## src/rtl/core_pkg.sv

```systemverilog
// Shared load/store types for the data memory path: access width encoding,
// controller state encoding and the alignment / byte-enable rules.
package core_pkg;

   typedef enum logic [1:0] {
      MT_WORD = 2'b00,
      MT_BYTE = 2'b01,
      MT_HALF = 2'b10,
      MT_RSVD = 2'b11
   } mem_type_e;

   typedef enum logic [1:0] {
      ST_IDLE  = 2'b00,
      ST_ISSUE = 2'b01,
      ST_WAIT  = 2'b10,
      ST_RESP  = 2'b11
   } mem_state_e;

   localparam logic MEMSIGN_SIGNED   = 1'b0;
   localparam logic MEMSIGN_UNSIGNED = 1'b1;

   // Misaligned halves/words and the reserved width never reach the RAM.
   function automatic logic access_error(input mem_type_e mem_type, input logic [1:0] offset);
      case (mem_type)
         MT_WORD: return (offset != 2'b00);
         MT_HALF: return offset[0];
         MT_BYTE: return 1'b0;
         default: return 1'b1;
      endcase
   endfunction

   function automatic logic [3:0] byte_enables(input mem_type_e mem_type, input logic [1:0] offset);
      case (mem_type)
         MT_BYTE: return 4'b0001 << offset;
         MT_HALF: return offset[1] ? 4'b1100 : 4'b0011;
         MT_WORD: return 4'b1111;
         default: return 4'b0000;
      endcase
   endfunction

endpackage

```

## src/rtl/load_extend.sv

```systemverilog
// Picks the addressed byte/half out of a RAM word and sign- or zero-extends it.
// Purely combinational so it can sit behind any read source.
module load_extend
   import core_pkg::*;
(
   input  logic [31:0] word,
   input  logic [1:0]  offset,
   input  mem_type_e   mem_type,
   input  logic        mem_sign,
   output logic [31:0] result
);

   logic [7:0]  lane_byte;
   logic [15:0] lane_half;
   logic        fill;

   always_comb begin
      lane_byte = word[{offset, 3'b000} +: 8];
      lane_half = word[{offset[1], 4'b0000} +: 16];
      fill      = 1'b0;
      result    = word;
      case (mem_type)
         MT_BYTE: begin
            fill   = (mem_sign == MEMSIGN_SIGNED) && lane_byte[7];
            result = {{24{fill}}, lane_byte};
         end
         MT_HALF: begin
            fill   = (mem_sign == MEMSIGN_SIGNED) && lane_half[15];
            result = {{16{fill}}, lane_half};
         end
         default: result = word;
      endcase
   end

endmodule

```

## src/rtl/datamem_ctrl.sv

```systemverilog
// Load/store responder between the core and a word-wide synchronous RAM.
// Handshake: the core holds Req_i until it sees Ready_o=1 at a clock edge; that edge accepts the request. Done_o pulses once per accepted request.
module datamem_ctrl
   import core_pkg::*;
#(
   parameter int DATA_WIDTH = 32,
   parameter int ADDR_WIDTH = 32,
   parameter int READ_LAT   = 1
) (
   input  logic                  clk_i,
   input  logic                  rst_ni,
   input  logic                  Req_i,
   input  logic [ADDR_WIDTH-1:0] Addr_i,
   input  logic [DATA_WIDTH-1:0] WriteData_i,
   input  logic                  MemWrite_i,
   input  logic [1:0]            MemType_i,
   input  logic                  MemSign_i,
   output logic                  Ready_o,
   output logic                  Done_o,
   output logic [DATA_WIDTH-1:0] ReadData_o,
   output logic                  Misalign_o,
   output logic                  MemReq_o,
   output logic                  MemWe_o,
   output logic [ADDR_WIDTH-3:0] MemAddr_o,
   output logic [3:0]            MemBe_o,
   output logic [DATA_WIDTH-1:0] MemWdata_o,
   input  logic [DATA_WIDTH-1:0] MemRdata_i,
   output mem_state_e            dbg_state
);

   localparam int CNT_W = (READ_LAT < 2) ? 1 : $clog2(READ_LAT + 1);
   localparam logic [CNT_W-1:0] LAT_CNT = CNT_W'(READ_LAT);

   mem_state_e            state_q, state_d;
   logic [ADDR_WIDTH-1:0] addr_q;
   logic [DATA_WIDTH-1:0] wdata_q;
   logic [DATA_WIDTH-1:0] rdata_q;
   logic [DATA_WIDTH-1:0] ext_data;
   logic [DATA_WIDTH-1:0] store_data;
   logic [CNT_W-1:0]      cnt_q;
   mem_type_e             type_q;
   logic                  we_q;
   logic                  sign_q;
   logic                  err_q;
   logic                  accept;
   logic                  req_err;

   assign accept    = (state_q == ST_IDLE) && Req_i;
   assign req_err   = access_error(mem_type_e'(MemType_i), Addr_i[1:0]);
   assign dbg_state = state_q;

   always_ff @(posedge clk_i or negedge rst_ni) begin
      if (!rst_ni) state_q <= ST_IDLE;
      else         state_q <= state_d;
   end

   always_comb begin
      state_d = state_q;
      case (state_q)
         ST_IDLE:  if (Req_i) state_d = req_err ? ST_RESP : ST_ISSUE;
         ST_ISSUE: state_d = we_q ? ST_RESP : ST_WAIT;
         ST_WAIT:  if (cnt_q == LAT_CNT) state_d = ST_RESP;
         ST_RESP:  state_d = ST_IDLE;
         default:  state_d = ST_IDLE;
      endcase
   end

   // Request fields are frozen at accept; the core may change its inputs afterwards.
   always_ff @(posedge clk_i or negedge rst_ni) begin
      if (!rst_ni) begin
         addr_q  <= '0;
         wdata_q <= '0;
         we_q    <= 1'b0;
         type_q  <= MT_WORD;
         sign_q  <= 1'b0;
         err_q   <= 1'b0;
         cnt_q   <= '0;
         rdata_q <= '0;
      end else begin
         if (accept) begin
            addr_q  <= Addr_i;
            wdata_q <= WriteData_i;
            we_q    <= MemWrite_i;
            type_q  <= mem_type_e'(MemType_i);
            sign_q  <= MemSign_i;
            err_q   <= req_err;
            if (req_err) rdata_q <= '0;
         end
         if (state_q == ST_ISSUE) begin
            cnt_q <= CNT_W'(1);
            if (we_q) rdata_q <= '0;
         end
         if (state_q == ST_WAIT) begin
            if (cnt_q != LAT_CNT) cnt_q <= cnt_q + CNT_W'(1);
            else                  rdata_q <= ext_data;
         end
      end
   end

   load_extend u_load_extend (
      .word     (MemRdata_i),
      .offset   (addr_q[1:0]),
      .mem_type (type_q),
      .mem_sign (sign_q),
      .result   (ext_data)
   );

   always_comb begin
      case (type_q)
         MT_BYTE: store_data = {4{wdata_q[7:0]}};
         MT_HALF: store_data = {2{wdata_q[15:0]}};
         default: store_data = wdata_q;
      endcase
   end

   always_comb begin
      Ready_o    = (state_q == ST_IDLE);
      Done_o     = (state_q == ST_RESP);
      Misalign_o = (state_q == ST_RESP) && err_q;
      MemReq_o   = 1'b0;
      MemWe_o    = 1'b0;
      MemAddr_o  = '0;
      MemBe_o    = 4'b0000;
      MemWdata_o = '0;
      if (state_q == ST_ISSUE) begin
         MemReq_o   = 1'b1;
         MemWe_o    = we_q;
         MemAddr_o  = addr_q[ADDR_WIDTH-1:2];
         MemBe_o    = we_q ? byte_enables(type_q, addr_q[1:0]) : 4'b0000;
         MemWdata_o = we_q ? store_data : '0;
      end
   end

   assign ReadData_o = rdata_q;

endmodule

```

## config.mk

```make
export PLATFORM = sky130hd
export DESIGN_NAME = datamem_ctrl
export DESIGN_NICKNAME = d
export VERILOG_FILES = /design/src/rtl/core_pkg.sv /design/src/rtl/load_extend.sv /design/src/rtl/datamem_ctrl.sv
export SDC_FILE = /design/constraint.sdc
export NUM_CORES = 1
export LEC_CHECK = 0
export BUFFER_PORTS_ARGS = -buffer_cell sky130_fd_sc_hd__buf_2
export CORE_MARGIN = 1.5
export CORE_UTILIZATION = 45
export CTS_BUF_LIST = sky130_fd_sc_hd__clkbuf_4 sky130_fd_sc_hd__clkbuf_8
export CTS_CLUSTER_SIZE = 25
export DETAILED_ROUTE_END_ITERATION = 12
export PLACE_DENSITY_LB_ADDON = 0.12
export SLEW_MARGIN = 30
export SYNTH_ARGS = -nofsm -noshare
export SYNTH_HDL_FRONTEND = slang
export SYNTH_SLANG_ARGS = --single-unit
```

## constraint.sdc

```tcl
create_clock -name clk_i -period 3.2 [get_ports clk_i]
set_input_delay 0.64 -clock clk_i [delete_from_list [all_inputs] [get_ports clk_i]]
set_output_delay 0.64 -clock clk_i [all_outputs]
set_load 0.05 [all_outputs]
```

Word level (Yosys, flattened, before mapping)
Index checks and enable logic that the tools add are counted.
{"block": "totals", "input_bits": 103, "word_cells": 58, "regBits": 104}
{"block": "op_classes", "n_bitwise": 1, "eq_ne": 9, "shift": 3, "n_mux": 26, "add_sub_neg": 1, "reduce_logical": 9}
{"operator": "$mux 32", "count": 8}
{"operator": "$pmux 32 s2", "count": 2}
{"operator": "$shiftx 32x6->16", "count": 1}
{"operator": "$shiftx 32x6->8", "count": 1}
{"operator": "$mux 30", "count": 1}
{"operator": "$mux 4", "count": 3}
{"operator": "$pmux 4 s3", "count": 1}
{"operator": "$eq 2x2->1 const B", "count": 4}
{"operator": "$pmux 2 s4", "count": 1}
{"operator": "$eq 2x1->1 const B", "count": 3}
{"operator": "$logic_not 2->1", "count": 3}
{"operator": "$mux 1", "count": 6}
{"operator": "$mux 2", "count": 3}
{"operator": "$logic_and 1x1->1", "count": 4}
{"operator": "$ne 2x2->1 const B", "count": 2}
{"operator": "$shl 1x2->4 const A", "count": 1}
{"operator": "$pmux 1 s3", "count": 1}
{"operator": "$reduce_and 2->1", "count": 1}
{"operator": "$reduce_bool 2->1", "count": 1}
{"operator": "$add 1x1->1 const B", "count": 1}
{"operator": "$not 1->1", "count": 1}

Logic depth before layout (Yosys ltp)
Gate-level depths: netlist of run 1.
{"block": "depth", "word_depth": 8, "mapped_depth": 8, "ltp_nobuf": 6}

Modules after synthesis
Synthesis of run 1 repeated with hierarchy kept, for this count alone.
{"block": "unflattened", "hier_cells": 496, "area_unflattened_um2": 5486.5}
{"mod": "datamem_ctrl", "cells_each": 391, "seq_area_each_um2": 2602.5, "area_each_um2": 4808.4, "instances": 1}
{"mod": "load_extend", "cells_each": 105, "seq_area_each_um2": 0.0, "area_each_um2": 678.2, "instances": 1}

Worst setup path after synthesis of run 1
No wires, ideal clock.
{"block": "synth_timing", "path_type": "flip-flop to output port", "start": "reg state_q[1], in the netlist dbg_state[1]", "end": "out MemBe_o[0]", "required_ns": 2.560, "slack_ns": -0.489, "t_arrival_ns": 3.049, "path_stages_with_launch": 7, "n_path_buf": 1, "path_cell_list": "dfrtp_1 -> inv_1 -> ha_1 -> nand2_1 -> clkbuf_1 -> nor2_1 -> a21boi_0"}
{"block": "synth_via", "elab_chain_len": 2}
{"element": "start, declared", "line": "datamem_ctrl.sv:34", "text": "mem_state_e state_q, state_d;"}
{"element": "start signal, assigned", "line": "datamem_ctrl.sv:54", "text": "else state_q <= state_d;"}
{"element": "$eq 2x1->1", "line": "datamem_ctrl.sv:125", "text": "if (state_q == ST_ISSUE) begin"}
{"element": "$mux 4", "line": "datamem_ctrl.sv:125"}
{"element": "end, declared", "line": "datamem_ctrl.sv:25", "text": "output logic [3:0] MemBe_o,"}
No other way between the ends.

Final worst setup path of run 1
{"block": "layout_timing", "start": "reg type_q[1]", "end": "out MemWdata_o[22]"}
{"block": "layout_via", "elab_chain_len": 4, "elab_cells_between_ends": 5}
{"element": "start, declared", "line": "datamem_ctrl.sv:41", "text": "mem_type_e type_q;"}
{"element": "start signal, assigned", "line": "datamem_ctrl.sv:84", "text": "type_q <= mem_type_e'(MemType_i);"}
{"element": "$eq 2x2->1 or $eq 2x1->1 (tied branches)", "line": "datamem_ctrl.sv:109", "text": "case (type_q)"}
{"element": "$pmux 32 s2 (*)", "line": "datamem_ctrl.sv:109"}
{"element": "$mux 32 (*)", "line": "datamem_ctrl.sv:130", "text": "MemWdata_o = we_q ? store_data : '0;"}
{"element": "$mux 32 (*)", "line": "datamem_ctrl.sv:125"}
{"element": "end, declared", "line": "datamem_ctrl.sv:26", "text": "output logic [DATA_WIDTH-1:0] MemWdata_o,"}
Every way passes the cells marked *; elsewhere a longest branch is shown, timed or not.

==> run summary, run 1 <==
Filler cell count in the final layout: 998
Placer Congestion: 0.870
Post-synthesis sequential area ratio: 49.4%
Mapped Area: 5270 um2
Placed instance area: 6440 um2
Net count after synthesis: 565
Clk slew on worst S/H paths: 90 ps
Die Ht: 111 um
Endpoints failing setup: 0
Worst Path Arrival: 2410 ps
First-pass GRT wire length: 22,700 um
Global route overflow: 0
Initial DRC count: 225
Worst relative slew slack: 40.6%
Gate Count Post-Synth: 453
Initial antenna violation count: 0
Reg2reg start: type_q[1]
Worst setup path end: MemWdata_o[22]
CTS root buf: clkbuf_8
Die width: 111 um
Vias in the first global route: 4,357
CP Max Fanout: 16
DIE AREA: 12,400 um2
Placed Cells: 781
Yosys reg bits: 104
Core area: 11,400 um2
RSZ-0062 raised after global routing: false
Crit. End Element: primary output
DR pass1 iterations: 4
I/O pins: 208
Max-slew violations: 0
Routed WL: 13,900 um
Initial Util: 46.2%
Worst r2r dst: ReadData_o[28]
Area of the multi-input gates: 2470 um2
Layout cell share with drive strength beyond 1: 50.4%
Req. time, crit path: 2560 ps
Worst Setup SP: type_q[1]
Fmax: 0.328 GHz
Synth Warn #: 0
Overall global routing resource usage: 23.1%
Hold Violations, Final: 0
Clock skew: 5.57 ps
Worst slack, placed: 520 ps
DRC viols: 0
Core Rows: 39
Post-route ant nets: 0
CTS tree: done
Via/cell ratio: 5.50
H-tree levels: 3
Final setup margin: 148 ps
Least-Margin Pin Slew: 891 ps
Max Cap Viol: 0
Final worst path period share: 95.4%
Clk_lat worst skew: 380 ps
Tmin final: 3050 ps
Post-synth top area cell: dfrtp_1
CTS Buf Count: 9
R2R depth: 6
Critical path class: reg -> out
DR WL/cell: 17.4 um
Setup TNS: 0 ps
Vias: 4,377
Maximum clock path buffer count: 2
CP Launch Type: flip-flop
Non-filler instance count after layout: 796
Largest net degree at the start of global routing: 71
Area share of the largest cell type after synthesis: 49.4%
Synth-to-Final Area Change: 26.3%
Layout Nets: 761
WHS: 184 ps
Maximum VDD drop: 541 uV
Pwr per Cell Area: 1160 nW/um2
Mean Syn Cell Area: 11.6 um2
Post-CTS Hold Fix Bufs: 0
Status: finished, final reports clean
I/O Buffers: 207
R2R Setup Slk: 760 ps
Synth area leaders: dfrtp_1 49%, mux2_2 15%, and2_1 4.9%
Synth unique cells: 40
N_diodes: 0
Reg area: 2600 um2
Post-layout instance area: 6650 um2
Leakage power: 3.33 nW
HPWL after DPL: 10,400 um
CTS Sinks: 104
Hold crit path type: in -> async
worst min-delay path by stage:
stage                    endpoint  depth (start not counted)  slack, ps    from
finish                 addr_q[30]                          1        180  rst_ni
floorplan           ReadData_o[0]                          0        340  rst_ni
global route           addr_q[30]                          1        200  rst_ni
detailed placement          err_q                          1        470   err_q
global placement            err_q                          1        460   err_q
CTS                        sign_q                          1        180  rst_ni
area by class of cell:
class	count	share of cell area, %
Clock inverter	3	0.602
Inverter	16	0.903
Multi-Input combinational cell	299	37.1
Timing Repair Buffer	219	17.1
Tap cell	143	2.69
Clock buffer	12	2.48
Sequential cell	104	39.1
cells by family (layout without fill, tap and decap cells):
family / Yosys count / count (layout) / share of synthesized area [%]
AOI/OAI and AO/OA: 130 / 130 / 19.5
DFF: 104 / 104 / 49.4
and+or+nand+nor: 90 / 90 / 9.85
muxes: 70 / 70 / 14.9
buffers and inverters: 50 / 250 / 4.18
adders and majority gates: 9 / 9 / 2.14
worst max-delay path, cell delays in order, from the launching register on:
cell,delay [ps]
dfrtp_1,400
inv_1,90
ha_1,300
buf_4,200
nor2_1,530
a22o_1,250
buf_2,260
state kept, by name (all words and copies together), names as in the netlist:
register / flops
wdata_q: 32
sign_q: 1
we_q: 1
cnt_q: 1
dbg_state: 2
type_q: 2
err_q: 1
addr_q: 32
ReadData_o: 32
metrics by stage:
step	power, mW	utilization, %
2_1_floorplan	5.83	-
3_3_place_gp	6.80	56.4
3_5_place_dp	6.89	56.4
4_1_cts	7.78	58.2
5_1_grt	8.21	58.3
6_report	7.72	58.3
report_power, final:
| group | internal, mW | total [mW] | switching [mW] |
|---|---|---|---|
| Sequential | 1.93 | 2.40 | 0.463 |
| Clock | 0.419 | 0.866 | 0.446 |
| Combinational | 1.53 | 4.46 | 2.93 |
| Total | 3.89 | 7.72 | 3.84 |
cells in the final DEF, fill, tap and decap left out, types with 3 or more instances in the layout:
cell type  instances
a21oi_1           24
a221o_1           21
a221o_2            9
a22o_1             9
a22oi_1            9
and2_1            40
and3_1             8
buf_2            206
buf_4             12
clkbuf_8          12
dfrtp_1          104
ha_1               8
inv_1             16
mux2_2            68
nand2_1            9
nor2_1             6
nor2_2             3
nor2b_1           10
o211ai_1          15
o21a_1            17
o21ai_0            5
o32ai_1            7
or2_2              7
repair_timing:
item / in CTS / in global routing
setup buffers: 0 / 0
endpoints found under the setup margin: 0 / 9
hold endpoints to repair: 0 / 0
resized for setup: 0 / 2
cell usage after synthesis (all sizes together):
cell type	number
a211oi	1
a21boi	2
a21o	2
a21oi	25
a221o	30
a22o	9
a22oi	9
a311oi	1
and2	41
and3	8
buf	21
clkbuf	13
dfrtp	104
ha	9
inv	16
mux2	68
mux2i	2
nand2	9
nand2b	2
nand3	2
nor2	9
nor2b	10
nor3	1
o211ai	15
o21a	17
o21ai	5
o21bai	1
o22a	1
o22ai	1
o311a	1
o311ai	1
o31ai	2
o32ai	7
or2	7
or3	1
metal layers:
| metal | track usage, % | vias to the layer above | wire, um |
|---|---|---|---|
| met1 | 29.0 | 2146 | 5840 |
| met4 | 7.76 | 0 | 205 |
| met2 | 38.8 | 161 | 6840 |
| met3 | 6.01 | 14 | 972 |
| li1 | - | 2056 | - |
| met5 | 0 | - | 0 |
Note: power is estimated with default switching activity, not from simulation.
==> inputs of run 2 (changes only) <==
- ABC_AREA: not set -> 1
==> run 2 against run 1 <==
Against the previous run:
- wire length rose by 13%
- highest routed layer is now met5
- worst setup slack improved by 110 ps
- combinational power fell by 1%
- synthesized cell count up 71%
- hold slack improved by 100 ps
- largest cell class unchanged
- maximum frequency up 3.8%
- register-to-register slack better by 380 ps
- sequential power down 8%
==> run summary, run 2 <==
DIE AREA: 12,900 um2 (was 12,400 um2)
Placer Congestion: 0.962 (was 0.870)
CP Max Fanout: 24 (was 16)
PnR Total Power: 7.45 mW (was 7.72 mW)
DR WL/cell: 14.0 um (was 17.4 um)
Mean Syn Cell Area: 7.12 um2 (was 11.6 um2)
I/O pins: 208 (unchanged)
CTS root buf: clkbuf_8 (unchanged)
Worst Path Arrival: 2300 ps (was 2410 ps)
Util after Layout: 57.7% (was 58.3%)
DR pass1 iterations: 5 (was 4)
Layout cell share with drive strength beyond 1: 28.3% (was 50.4%)
Initial antenna violation count: 1 (was 0)
Pwr per Cell Area: 1080 nW/um2 (was 1160 nW/um2)
Clk slew on worst S/H paths: 100 ps (was 90 ps)
N_diodes: 0 (unchanged)
Status: finished, final reports clean (unchanged)
Layout Nets: 1,080 (was 761)
Max Cap Viol: 0 (unchanged)
Die width: 114 um (was 111 um)
CTS Sinks: 104 (unchanged)
Setup TNS: 0 ps (unchanged)
Fmax: 0.340 GHz (was 0.328 GHz)
Count leader, synth: nand2_1 (was dfrtp_1)
Main synth FF type: dfrtp_1 (unchanged)
CTS tree: done (unchanged)
Req. time, crit path: 2560 ps (about the same)
Vias in the first global route: 4,875 (was 4,357)
Hold Violations, Final: 0 (unchanged)
Worst relative slew slack: 44.7% (was 40.6%)
Least-Margin Pin Slew: 824 ps (was 891 ps)
Async S/R FF share, synth: 100% (unchanged)
Reg area: 2600 um2 (unchanged)
Post-synth EDFFs: 0 (unchanged)
Maximum VDD drop: 544 uV (was 541 uV)
Net count after synthesis: 886 (was 565)
Tmin final: 2940 ps (was 3050 ps)
Via/cell ratio: 4.81 (was 5.50)
Overall global routing resource usage: 24.9% (was 23.1%)
Mapped Area: 5510 um2 (was 5270 um2)
Final worst path period share: 91.9% (was 95.4%)
Initial DRC count: 356 (was 225)
Post-route ant nets: 0 (unchanged)
CP Launch Type: flip-flop (unchanged)
Yosys reg bits: 104 (unchanged)
H-tree levels: 3 (unchanged)
Hold crit path type: in -> async (unchanged)
Core area: 12,000 um2 (was 11,400 um2)
Post-synth top area cell: dfrtp_1 (unchanged)
Max-slew violations: 0 (unchanged)
Clk_lat worst skew: 400 ps (was 380 ps)
Endpoints failing setup: 0 (unchanged)
Synth unique cells: 28 (was 40)
Die Ht: 114 um (was 111 um)
Initial Util: 46.1% (was 46.2%)
Filler cell count in the final layout: 1,205 (was 998)
Post-synthesis sequential area ratio: 47.2% (was 49.4%)
Area of the multi-input gates: 2500 um2 (was 2470 um2)
Gate Count Post-Synth: 774 (was 453)
I/O Buffers: 207 (unchanged)
Synth area leaders: dfrtp_1 47%, nand2_1 26%, inv_1 4.6% (was dfrtp_1 49%, mux2_2 15%, and2_1 4.9%)
Commonest non-fill, non-tap cell in the layout: nand2_1 (was buf_2)
Area share of the largest cell type after synthesis: 47.2% (was 49.4%)
Maximum clock path buffer count: 2 (unchanged)
DRC viols: 0 (unchanged)
CTS Buf Count: 9 (unchanged)
Routed WL: 15,700 um (was 13,900 um)
Global route overflow: 0 (unchanged)
Largest net degree at the start of global routing: 57 (was 71)
Most frequent cells in the layout: 379 x nand2_1, 206 x buf_2, 104 x dfrtp_1 (was 206 x buf_2, 104 x dfrtp_1, 68 x mux2_2)
Critical path class: reg -> out (unchanged)
Core Rows: 40 (was 39)
HPWL after DPL: 11,300 um (was 10,400 um)
Crit. End Element: primary output (unchanged)
RSZ-0062 raised after global routing: false (unchanged)
Clock skew: 12.9 ps (was 5.57 ps)
Synth-to-Final Area Change: 25.3% (was 26.3%)
Vias: 5,383 (was 4,377)
First-pass GRT wire length: 25,000 um (was 22,700 um)
Synth cell count leaders: 380 x nand2_1, 104 x dfrtp_1, 67 x inv_1 (was 104 x dfrtp_1, 68 x mux2_2, 41 x and2_1)
Leakage power: 4.31 nW (was 3.33 nW)
Synth Warn #: 0 (unchanged)
==> run 2: changes by cell type after synthesis, moves of 14 or more <==
cell	previous run	this run
nand2_1	9	380
mux2_2	68	0
inv_1	16	67
nand3_1	2	49
and2_1	41	0
o21ai_0	5	31
nor2_1	9	33
a221o_1	21	0
o21a_1	17	0
nand2_2	0	15
o211ai_1	15	0
a21oi_1	24	10
==> run 2: critical path, stage by stage (launching register included) <==
cell and delay (ps):
dfrtp_1 410, inv_1 80, ha_2 460, inv_1 80, buf_4 220, o21ai_1 380
nor2_4 40, buf_2 210
==> run 2: area by class of cell <==
| type | count | share of cell area (%) |
|---|---|---|
| Clock buffer | 11 | 2.01 |
| Inverter | 73 | 3.99 |
| Tap cell | 147 | 2.66 |
| Sequential cell | 104 | 37.7 |
| Clock inverter | 5 | 0.815 |
| Timing Repair Buffer | 221 | 16.6 |
| Multi-Input combinational cell | 559 | 36.3 |
==> run 2: power by group <==
part | internal (mW) | switching, mW
logic | 1.11 | 3.30
clock network | 0.380 | 0.463
registers | 1.89 | 0.307
total | 3.38 | 4.07
==> run 2: path summary, 6_finish.rpt <==
check	endpoint	slack (ps)	startpoint	cells past startpoint
max	MemWdata_o[30]	260	type_q[0]	7
min	wdata_q[13]	280	rst_ni	1
max reg2reg	ReadData_o[2]	1140	dbg_state[0]	6
min reg2reg	addr_q[2]	490	addr_q[2]	2
max in group asynchronous	ReadData_o[27]	2110	rst_ni	2
min in group clk_i	addr_q[15]	430	Addr_i[15]	3
==> run 2: logic make-up (layout without fill, tap and decap cells) <==
logic type,Yosys count,in the layout,share of synthesized area [%]
AO/OA/AOI/OAI,64,64,6.63
adder cells (fa/ha/maj),9,9,2.04
buffers and inverters,111,310,8.29
flip-flops,104,104,47.2
AND/OR/NAND/NOR,486,486,35.8
==> run 2: per-layer routing <==
metal  share of wire [%]  GRT usage (%)
met5               0.045              0
met1                  45           34.3
met4                 2.0           8.58
met3                 6.6           7.07
met2                  46           37.7
==> run 2: per-stage QoR <==
| stage | area, um2 | instances | hold WS (ps) | worst slack [ps] |
|---|---|---|---|---|
| after global placement | 6700 | 1104 | 463 | 677 |
| after CTS | 6900 | 1120 | 312 | 164 |
| final | 6910 | 1120 | 284 | 259 |
| after global routing | 6910 | 1120 | 332 | 106 |
| after detailed placement | 6700 | 1104 | 466 | 620 |
| after floorplan | 5560 | 774 | 344 | -164 |
==> run 2: what timing repair did <==
action,4_1_cts,5_1_grt
resized for setup,0,2
endpoints found under the setup margin,0,2
buffers inserted,0,0
hold buffers,0,0
endpoints found under the hold margin,0,0
